==> src/rtl/sync_width_fifo.sv <==
// sync_width_fifo: single-clock FIFO with power-of-two width conversion
// between the write side (DIN_WIDTH) and the read side (DOUT_WIDTH).
// Storage is kept in units of the narrower width; a write stores WU units,
// a read gathers RU units, most-significant slice first in both directions.
// Optional feature macro: SYNC_WIDTH_FIFO_ERR_EN enables the sticky
// overflow/underflow error flags (tied to 0 when undefined).
module sync_width_fifo #(
  parameter int DIN_WIDTH   = 16,
  parameter int DOUT_WIDTH  = 32,
  parameter int DEPTH_UNITS = 16,
  parameter int AFULL_LEVEL = 12
) (
  input  logic                           clk,
  input  logic                           rst,
  input  logic                           wr_en,
  input  logic [DIN_WIDTH-1:0]           din,
  output logic                           full,
  output logic                           almost_full,
  input  logic                           rd_en,
  output logic [DOUT_WIDTH-1:0]          dout,
  output logic                           rd_valid,
  output logic                           empty,
  output logic [$clog2(DEPTH_UNITS):0]   level,
  output logic                           overflow,
  output logic                           underflow
);

  localparam int UNIT = (DIN_WIDTH < DOUT_WIDTH) ? DIN_WIDTH : DOUT_WIDTH;
  localparam int WU   = DIN_WIDTH / UNIT;
  localparam int RU   = DOUT_WIDTH / UNIT;
  localparam int AW   = $clog2(DEPTH_UNITS);

  localparam logic [AW:0] DEPTH_L = (AW+1)'(DEPTH_UNITS);
  localparam logic [AW:0] WU_L    = (AW+1)'(WU);
  localparam logic [AW:0] RU_L    = (AW+1)'(RU);
  localparam logic [AW:0] AFULL_L = (AW+1)'(AFULL_LEVEL);

  logic [UNIT-1:0]       mem [DEPTH_UNITS];
  logic [AW-1:0]         wp;
  logic [AW-1:0]         rp;
  logic                  wr_acc;
  logic                  rd_acc;
  logic [AW-1:0]         wr_addr [WU];
  logic [UNIT-1:0]       din_unit [WU];
  logic [DOUT_WIDTH-1:0] rd_word;
  logic [AW:0]           level_nxt;

  // Status flags come straight from the registered level.
  assign full        = (DEPTH_L - level) < WU_L;
  assign empty       = level < RU_L;
  assign almost_full = level >= AFULL_L;
  assign wr_acc      = wr_en & ~full;
  assign rd_acc      = rd_en & ~empty;

  // Split the write word into units, MS slice first, at consecutive wrapping addresses.
  always_comb begin
    for (int i = 0; i < WU; i++) begin
      wr_addr[i]  = wp + AW'(i);
      din_unit[i] = din[DIN_WIDTH-1-i*UNIT -: UNIT];
    end
  end

  // Gather RU units starting at rp; the unit at rp lands in the MS slice.
  always_comb begin
    rd_word = '0;
    for (int i = 0; i < RU; i++) begin
      rd_word[DOUT_WIDTH-1-i*UNIT -: UNIT] = mem[rp + AW'(i)];
    end
  end

  // Next occupancy; level never leaves 0..DEPTH_UNITS so AW+1 bits cannot wrap.
  always_comb begin
    level_nxt = level;
    if (wr_acc) level_nxt = level_nxt + WU_L;
    if (rd_acc) level_nxt = level_nxt - RU_L;
  end

  // Storage array write port.
  // NOTE: the array has no reset; discarding content only needs the pointers
  // and level cleared, and a reset here would prevent RAM inference.
  always_ff @(posedge clk) begin
    if (wr_acc) begin
      for (int i = 0; i < WU; i++) begin
        mem[wr_addr[i]] <= din_unit[i];
      end
    end
  end

  // Pointers, occupancy and registered read data.
  // NOTE: sequential state uses non-blocking assignments only, so every
  // register here samples the pre-edge values of the others.
  always_ff @(posedge clk) begin
    if (rst) begin
      wp       <= '0;
      rp       <= '0;
      level    <= '0;
      dout     <= '0;
      rd_valid <= 1'b0;
    end else begin
      level    <= level_nxt;
      rd_valid <= rd_acc;
      if (wr_acc) wp <= wp + AW'(WU);
      if (rd_acc) begin
        rp   <= rp + AW'(RU);
        dout <= rd_word;
      end
    end
  end

`ifdef SYNC_WIDTH_FIFO_ERR_EN
  // Sticky error flags: set on any request against the blocking flag, cleared only by rst.
  always_ff @(posedge clk) begin
    if (rst) begin
      overflow  <= 1'b0;
      underflow <= 1'b0;
    end else begin
      if (wr_en & full)  overflow  <= 1'b1;
      if (rd_en & empty) underflow <= 1'b1;
    end
  end
`else
  assign overflow  = 1'b0;
  assign underflow = 1'b0;
`endif

endmodule
==> config.mk <==
export PLATFORM = sky130hd
export DESIGN_NAME = sync_width_fifo
export DESIGN_NICKNAME = d
export VERILOG_FILES = /design/src/rtl/sync_width_fifo.sv
export SDC_FILE = /design/constraint.sdc
export NUM_CORES = 1
export LEC_CHECK = 0
export CAP_MARGIN = 20
export CORE_MARGIN = 2
export CORE_UTILIZATION = 59
export CTS_BUF_LIST = sky130_fd_sc_hd__clkbuf_8 sky130_fd_sc_hd__clkbuf_16
export CTS_CLUSTER_SIZE = 24
export DETAILED_ROUTE_END_ITERATION = 8
export PLACE_DENSITY = 0.79
export SLEW_MARGIN = 20
export SYNTH_ARGS = -nofsm -noshare
export SYNTH_HDL_FRONTEND = slang
export SYNTH_SLANG_ARGS = --single-unit
==> constraint.sdc <==
create_clock -name clk -period 3.16 [get_ports clk]
set_input_delay 0.632 -clock clk [delete_from_list [all_inputs] [get_ports clk]]
set_output_delay 0.632 -clock clk [all_outputs]
set_load 0.005 [all_outputs]
**Word level (Yosys, flattened, before mapping)**

Memories as Yosys holds them, arrays and structs flattened. A register that Yosys moved wholly into a read port is not among the register bits.
Index checks and enable logic that the tools add are counted.

- Muxes and demuxes: 4
- Shift-type cells: 0
- Add/subtract/negate cells: 6
- Reduce and logical (&&, ||, !) cells: 0
- Divide/modulo/power cells: 0
- Equal/unequal tests: 0
- $lt $le $gt $ge: 3
- Multiply operators: 0
- Bitwise gates (word level): 4

Operator list:

| operator | number |
|---|---|
| 2-to-1 mux 5 bit | 2 |
| adder 4 x 1 -> 4 bit, second input constant | 2 |
| adder 5 x 1 -> 5 bit, second input constant | 1 |
| >= comparator 5 x 4 -> 1 bit, second input constant | 1 |
| < comparator 5 x 1 -> 1 bit, second input constant | 1 |
| < comparator 5 x 2 -> 1 bit, second input constant | 1 |
| subtractor 5 x 2 -> 5 bit, second input constant | 1 |
| subtractor 5 bit, first input constant | 1 |
| adder 4 x 2 -> 4 bit, second input constant | 1 |
| AND 1 bit | 2 |
| 2-to-1 mux 1 bit | 2 |
| NOT 1 bit | 2 |

- Bits in latches: 0
- Memory bits (writable): 256
- Input port bits: 20
- Memories kept: 1
- Logic and storage cells: 22
- Flip-flop bits (word level): 14
- ROM bits: 0
- Output and inout port bits: 43

Memory list:

| memory | depth | width | rd ports | clocked after memory_dff | write ports | RTL line | source |
|---|---|---|---|---|---|---|---|
| mem | 16 | 16 | 2 | 2 | 1 | 38 | `logic [UNIT-1:0] mem [DEPTH_UNITS];` |

**Logic depth before layout (Yosys ltp)**

- Depth in word-level cells: 7
- Mapped depth: 10
- Gate-level depth less buffers: 10

**Worst setup path before layout**

OpenSTA, ideal clock, no wires.

- Path type: register -> register
- Start point: register level[0]
- End point: memory mem[0][0] in the netlist's numbering, enable pin
- Cell stages (with the launch flop): 8
- Slack: 0.246 ns
- Data arrival time: 2.505 ns
- Period minus slack after synthesis: 2.914 ns
- Library setup time: 0.409 ns
- Required time: 2.751 ns
- Buffers on the path: 0
- Path through: dfxtp_1 > inv_1 > ha_1 > and3b_1 > o21ai_1 > a211o_2 > nand3_1 > nor3_1

- Word-level cells in the longest chain between the ends: 6

Ends and longest elaborated chain:

| item | RTL line | source |
|---|---|---|
| from (decl) | 23 | `output logic [$clog2(DEPTH_UNITS):0] level,` |
| from (signal assigned) | 100 | `level <= level_nxt;` |
| subtractor 5 bit | 49 | `assign full = (DEPTH_L - level) < WU_L;` |
| < comparator 5 x 1 -> 1 bit | 49 |  |
| NOT 1 bit | 52 | `assign wr_acc = wr_en & ~full;` |
| AND 1 bit | 52 |  |
| 2-to-1 mux 1 bit | 82 | `if (wr_acc) begin` |
| 2-to-1 mux 1 bit (not written as such) | 84 | `mem[wr_addr[i]] <= din_unit[i];` |
| to (decl) | 38 |  |

Every way passes these cells.

**Worst setup path in the final report**

- Start point: register level[0]
- End point: output full

- Word-level cells in the longest chain between the ends: 2

Ends and longest elaborated chain:

| item | RTL line | source |
|---|---|---|
| subtractor 5 bit | 49 |  |
| < comparator 5 x 1 -> 1 bit | 49 |  |
| to (decl) | 17 | `output logic full,` |

Every way passes these cells.

==> metrics.cfg <==
[critical_path]
cp_top_family=buffers and inverters
end_kind=output port
critPathLaunchType=flop
worstPathCellList=inv_1, ha_4, and2b_2, o21ai_1, a211o_2, inv_2, clkdlybuf4s50_1
crit_fanout=7
cp.required_ps=2530
criticalPathCategory=flop to output port
cp_data_arrival_time_ps=2440
cp_slowest_stage_delay_ps=490
crit_slowest_cell=clkdlybuf4s50_1
critPathBufInv=3

[floorplan]
dieArea_mm2=0.0208
die_height_um=144
rows=51
die_x_um=144
core_mm2=0.0194
io_pins=63
start_util=0.599

[clock_tree]
clock_path_buffers=3
clock_tree.root_cell=clkbuf_16
clk_latency_ps=530
cts.sinks=301
cts_inserted_buffers=29
htreeDepth=1
clk_pin_slew_worst_paths_ps=60
cts_tree=done
cts_hold_buf=0

[sta]
setup_slack_ps=92.6
period_share=0.971
whs_ps=496
worstMarginPinSlew_ps=642
max_freq_ghz=0.326
finalCriticalPeriod_ps=3070
finalSetupViolations=0
hold_violations=0
drv_slew=0
clock_skew_ps=10.3
maxSlewHeadroom=0.572

[logic_synthesis]
ys.warnings.count=0
syn_avg_cell_area_um2=19.3
seq_area_frac_synth=0.739
synth.area.top_cells=edfxtp_1, mux4_2, dfxtp_1
yosysTopAreaCellShare=0.662
synth-edff-count=256
synthArstFlopShare=0
ys_ff_latch=301
synth_cells=602
synth_ff_type=edfxtp_1
synth_area_mm2=0.0116
synth_top_cell_by_area=edfxtp_1
ys_types=43

[pwr]
powerDensity_mw_per_mm2=807
power_switching_mw=2.91
power_frac_seq=0.440
ir_drop_uv=631
power_mw=11.0
switching_share=0.265
pwr-share-clk=0.310
p_leak_nw=4.33
p_int_mw=8.07
p_comb_frac=0.250

[placed_design]
dpl.hpwl_mm=13.3
post_dp_cell_area_mm2=0.0126
dp_slack_ps=407
io_buffers=60
place_congestion=0.845
placed_cells=918

[finish]
final_nets=715
fin_cells=973
area_growth_pct=17.2
final_layout_size_suffix_gt1_frac=0.237
fillCellCount=1197
n_antenna_cell=0
final_area_mm2=0.0136

[detailed_routing]
avgViaCountPerCell=6.07
wirelength_mm=23.5
drt-wirelength-per-cell_um=24.1
ant_nets=0
drtIter0Drc=400
drc=0
drt-pass1-iter-count=5
vias=5906

[job]
drv_cap=0

[grt]
grt_pass1_vias=6142
grt_max_degree=39
grt_use_total=0.235
overflow=0
grt_pass1_wl_mm=35.8
antenna_found_initial=1

[hold_path]
hold_class=flop to flop

[outcome]
status=completed

## sequential cells by signal, indices dropped and copies added (netlist names)
name      flops
mem         256
dout         32
level         5
wp            4
rp            3
rd_valid      1
## Yosys cell counts (3+ instances only)
| cell type | number |
|---|---|
| a211oi_1 | 25 |
| ha_1 | 8 |
| inv_1 | 6 |
| a211oi_2 | 8 |
| edfxtp_1 | 256 |
| nor2_1 | 55 |
| mux4_2 | 64 |
| buf_2 | 12 |
| a21oi_1 | 5 |
| clkbuf_1 | 12 |
| nor3_1 | 4 |
| xnor2_1 | 3 |
| nand2_1 | 9 |
| buf_4 | 8 |
| nand2b_1 | 3 |
| nor2b_1 | 6 |
| mux2i_1 | 33 |
| dfxtp_1 | 45 |
| nand3_1 | 8 |
## cells in the final DEF (no fill, tap or decap), types with 2 or more instances in the layout
| master | n |
|---|---|
| and2_1 | 2 |
| dfxtp_1 | 40 |
| nor2b_1 | 4 |
| nand3_1 | 8 |
| buf_4 | 27 |
| a21oi_1 | 5 |
| dfxtp_2 | 2 |
| edfxtp_1 | 256 |
| clkinv_1 | 3 |
| nor2_1 | 55 |
| xor2_1 | 2 |
| nor2b_4 | 2 |
| nand2b_1 | 3 |
| clkbuf_16 | 29 |
| ha_1 | 7 |
| buf_12 | 2 |
| dfxtp_4 | 3 |
| xnor2_1 | 3 |
| nand2_1 | 9 |
| clkinvlp_4 | 3 |
| a211oi_2 | 8 |
| clkinv_2 | 3 |
| clkdlybuf4s50_1 | 59 |
| mux2_1 | 2 |
| inv_1 | 12 |
| nor3_2 | 5 |
| conb_1 | 2 |
| o21ai_1 | 2 |
| a211oi_1 | 25 |
| nand4_1 | 2 |
| mux4_2 | 64 |
| mux2i_1 | 33 |
| clkbuf_8 | 4 |
| bufinv_16 | 3 |
## through the flow
| step | utilization | TNS, ps |
|---|---|---|
| 6_report | 0.701 | 0 |
| 5_1_grt | 0.701 | -2.78 |
| 4_1_cts | 0.700 | 0 |
| 3_5_place_dp | 0.650 | 0 |
| 3_3_place_gp | 0.650 | 0 |
| 2_1_floorplan | - | 0 |
## area by class of cell
type	count	area (um2)	area share
clock inverter	19	170	0.0125
timing repair buffer	89	838	0.0616
sequential	301	8600	0.632
tap	265	332	0.0244
multi-input combinational	259	2860	0.210
inverter	7	26.3	0.00193
clock buffer	33	781	0.0574
## power by group through the flow
stage | clock network (mW) | registers (mW) | logic [mW]
finish | 3.41 | 4.83 | 2.74
CTS | 3.46 | 4.83 | 2.77
global placement | 0 | 4.87 | 2.63
detailed placement | 0 | 4.90 | 2.71
floorplan | 0 | 4.87 | 1.78
global route | 3.61 | 4.86 | 2.98
## kinds of logic after synthesis
family | count (synthesis) | synth area share
DFF | 301 | 0.739
muxes | 100 | 0.156
and+or+nand+nor | 97 | 0.0396
AOI/OAI and AO/OA | 47 | 0.0333
buffers and inverters | 43 | 0.0191
adders and majority gates | 8 | 0.00862
xor gates and xnor gates | 5 | 0.00377
other | 1 | 0.000323
## final timing paths
path,start,endpoint,slack [ps],cells past startpoint
worst min-delay path,dout[27],dout[27],500,2
worst max register to register,level[0],mem[10][6],570,9
worst max-delay path,level[0],full,90,7
worst min register to register,dout[27],dout[27],500,2
## tightest hold or removal path, cell delays in order, from the launching register on
cell      delay [ps]
dfxtp_1          300
nor2_1            90
a211oi_1          50
## per-layer routing
layer  GRT usage  vias up  share of wire
met4      0.0675        2          0.021
met5           0        -        0.00055
met2       0.410      234           0.52
met3      0.0344       48          0.059
li1            -     2577              -
met1       0.312     3045           0.40
## timing repair
action / in CTS / in global routing
gates resized for setup: 5 / 5
pin swaps: 1 / 1
gates cloned: 0 / 0
buffers inserted: 1 / 2
endpoints found under the hold margin: 0 / 0
setup endpoints to repair: 1 / 1
Note: power is estimated with default switching activity, not from simulation.
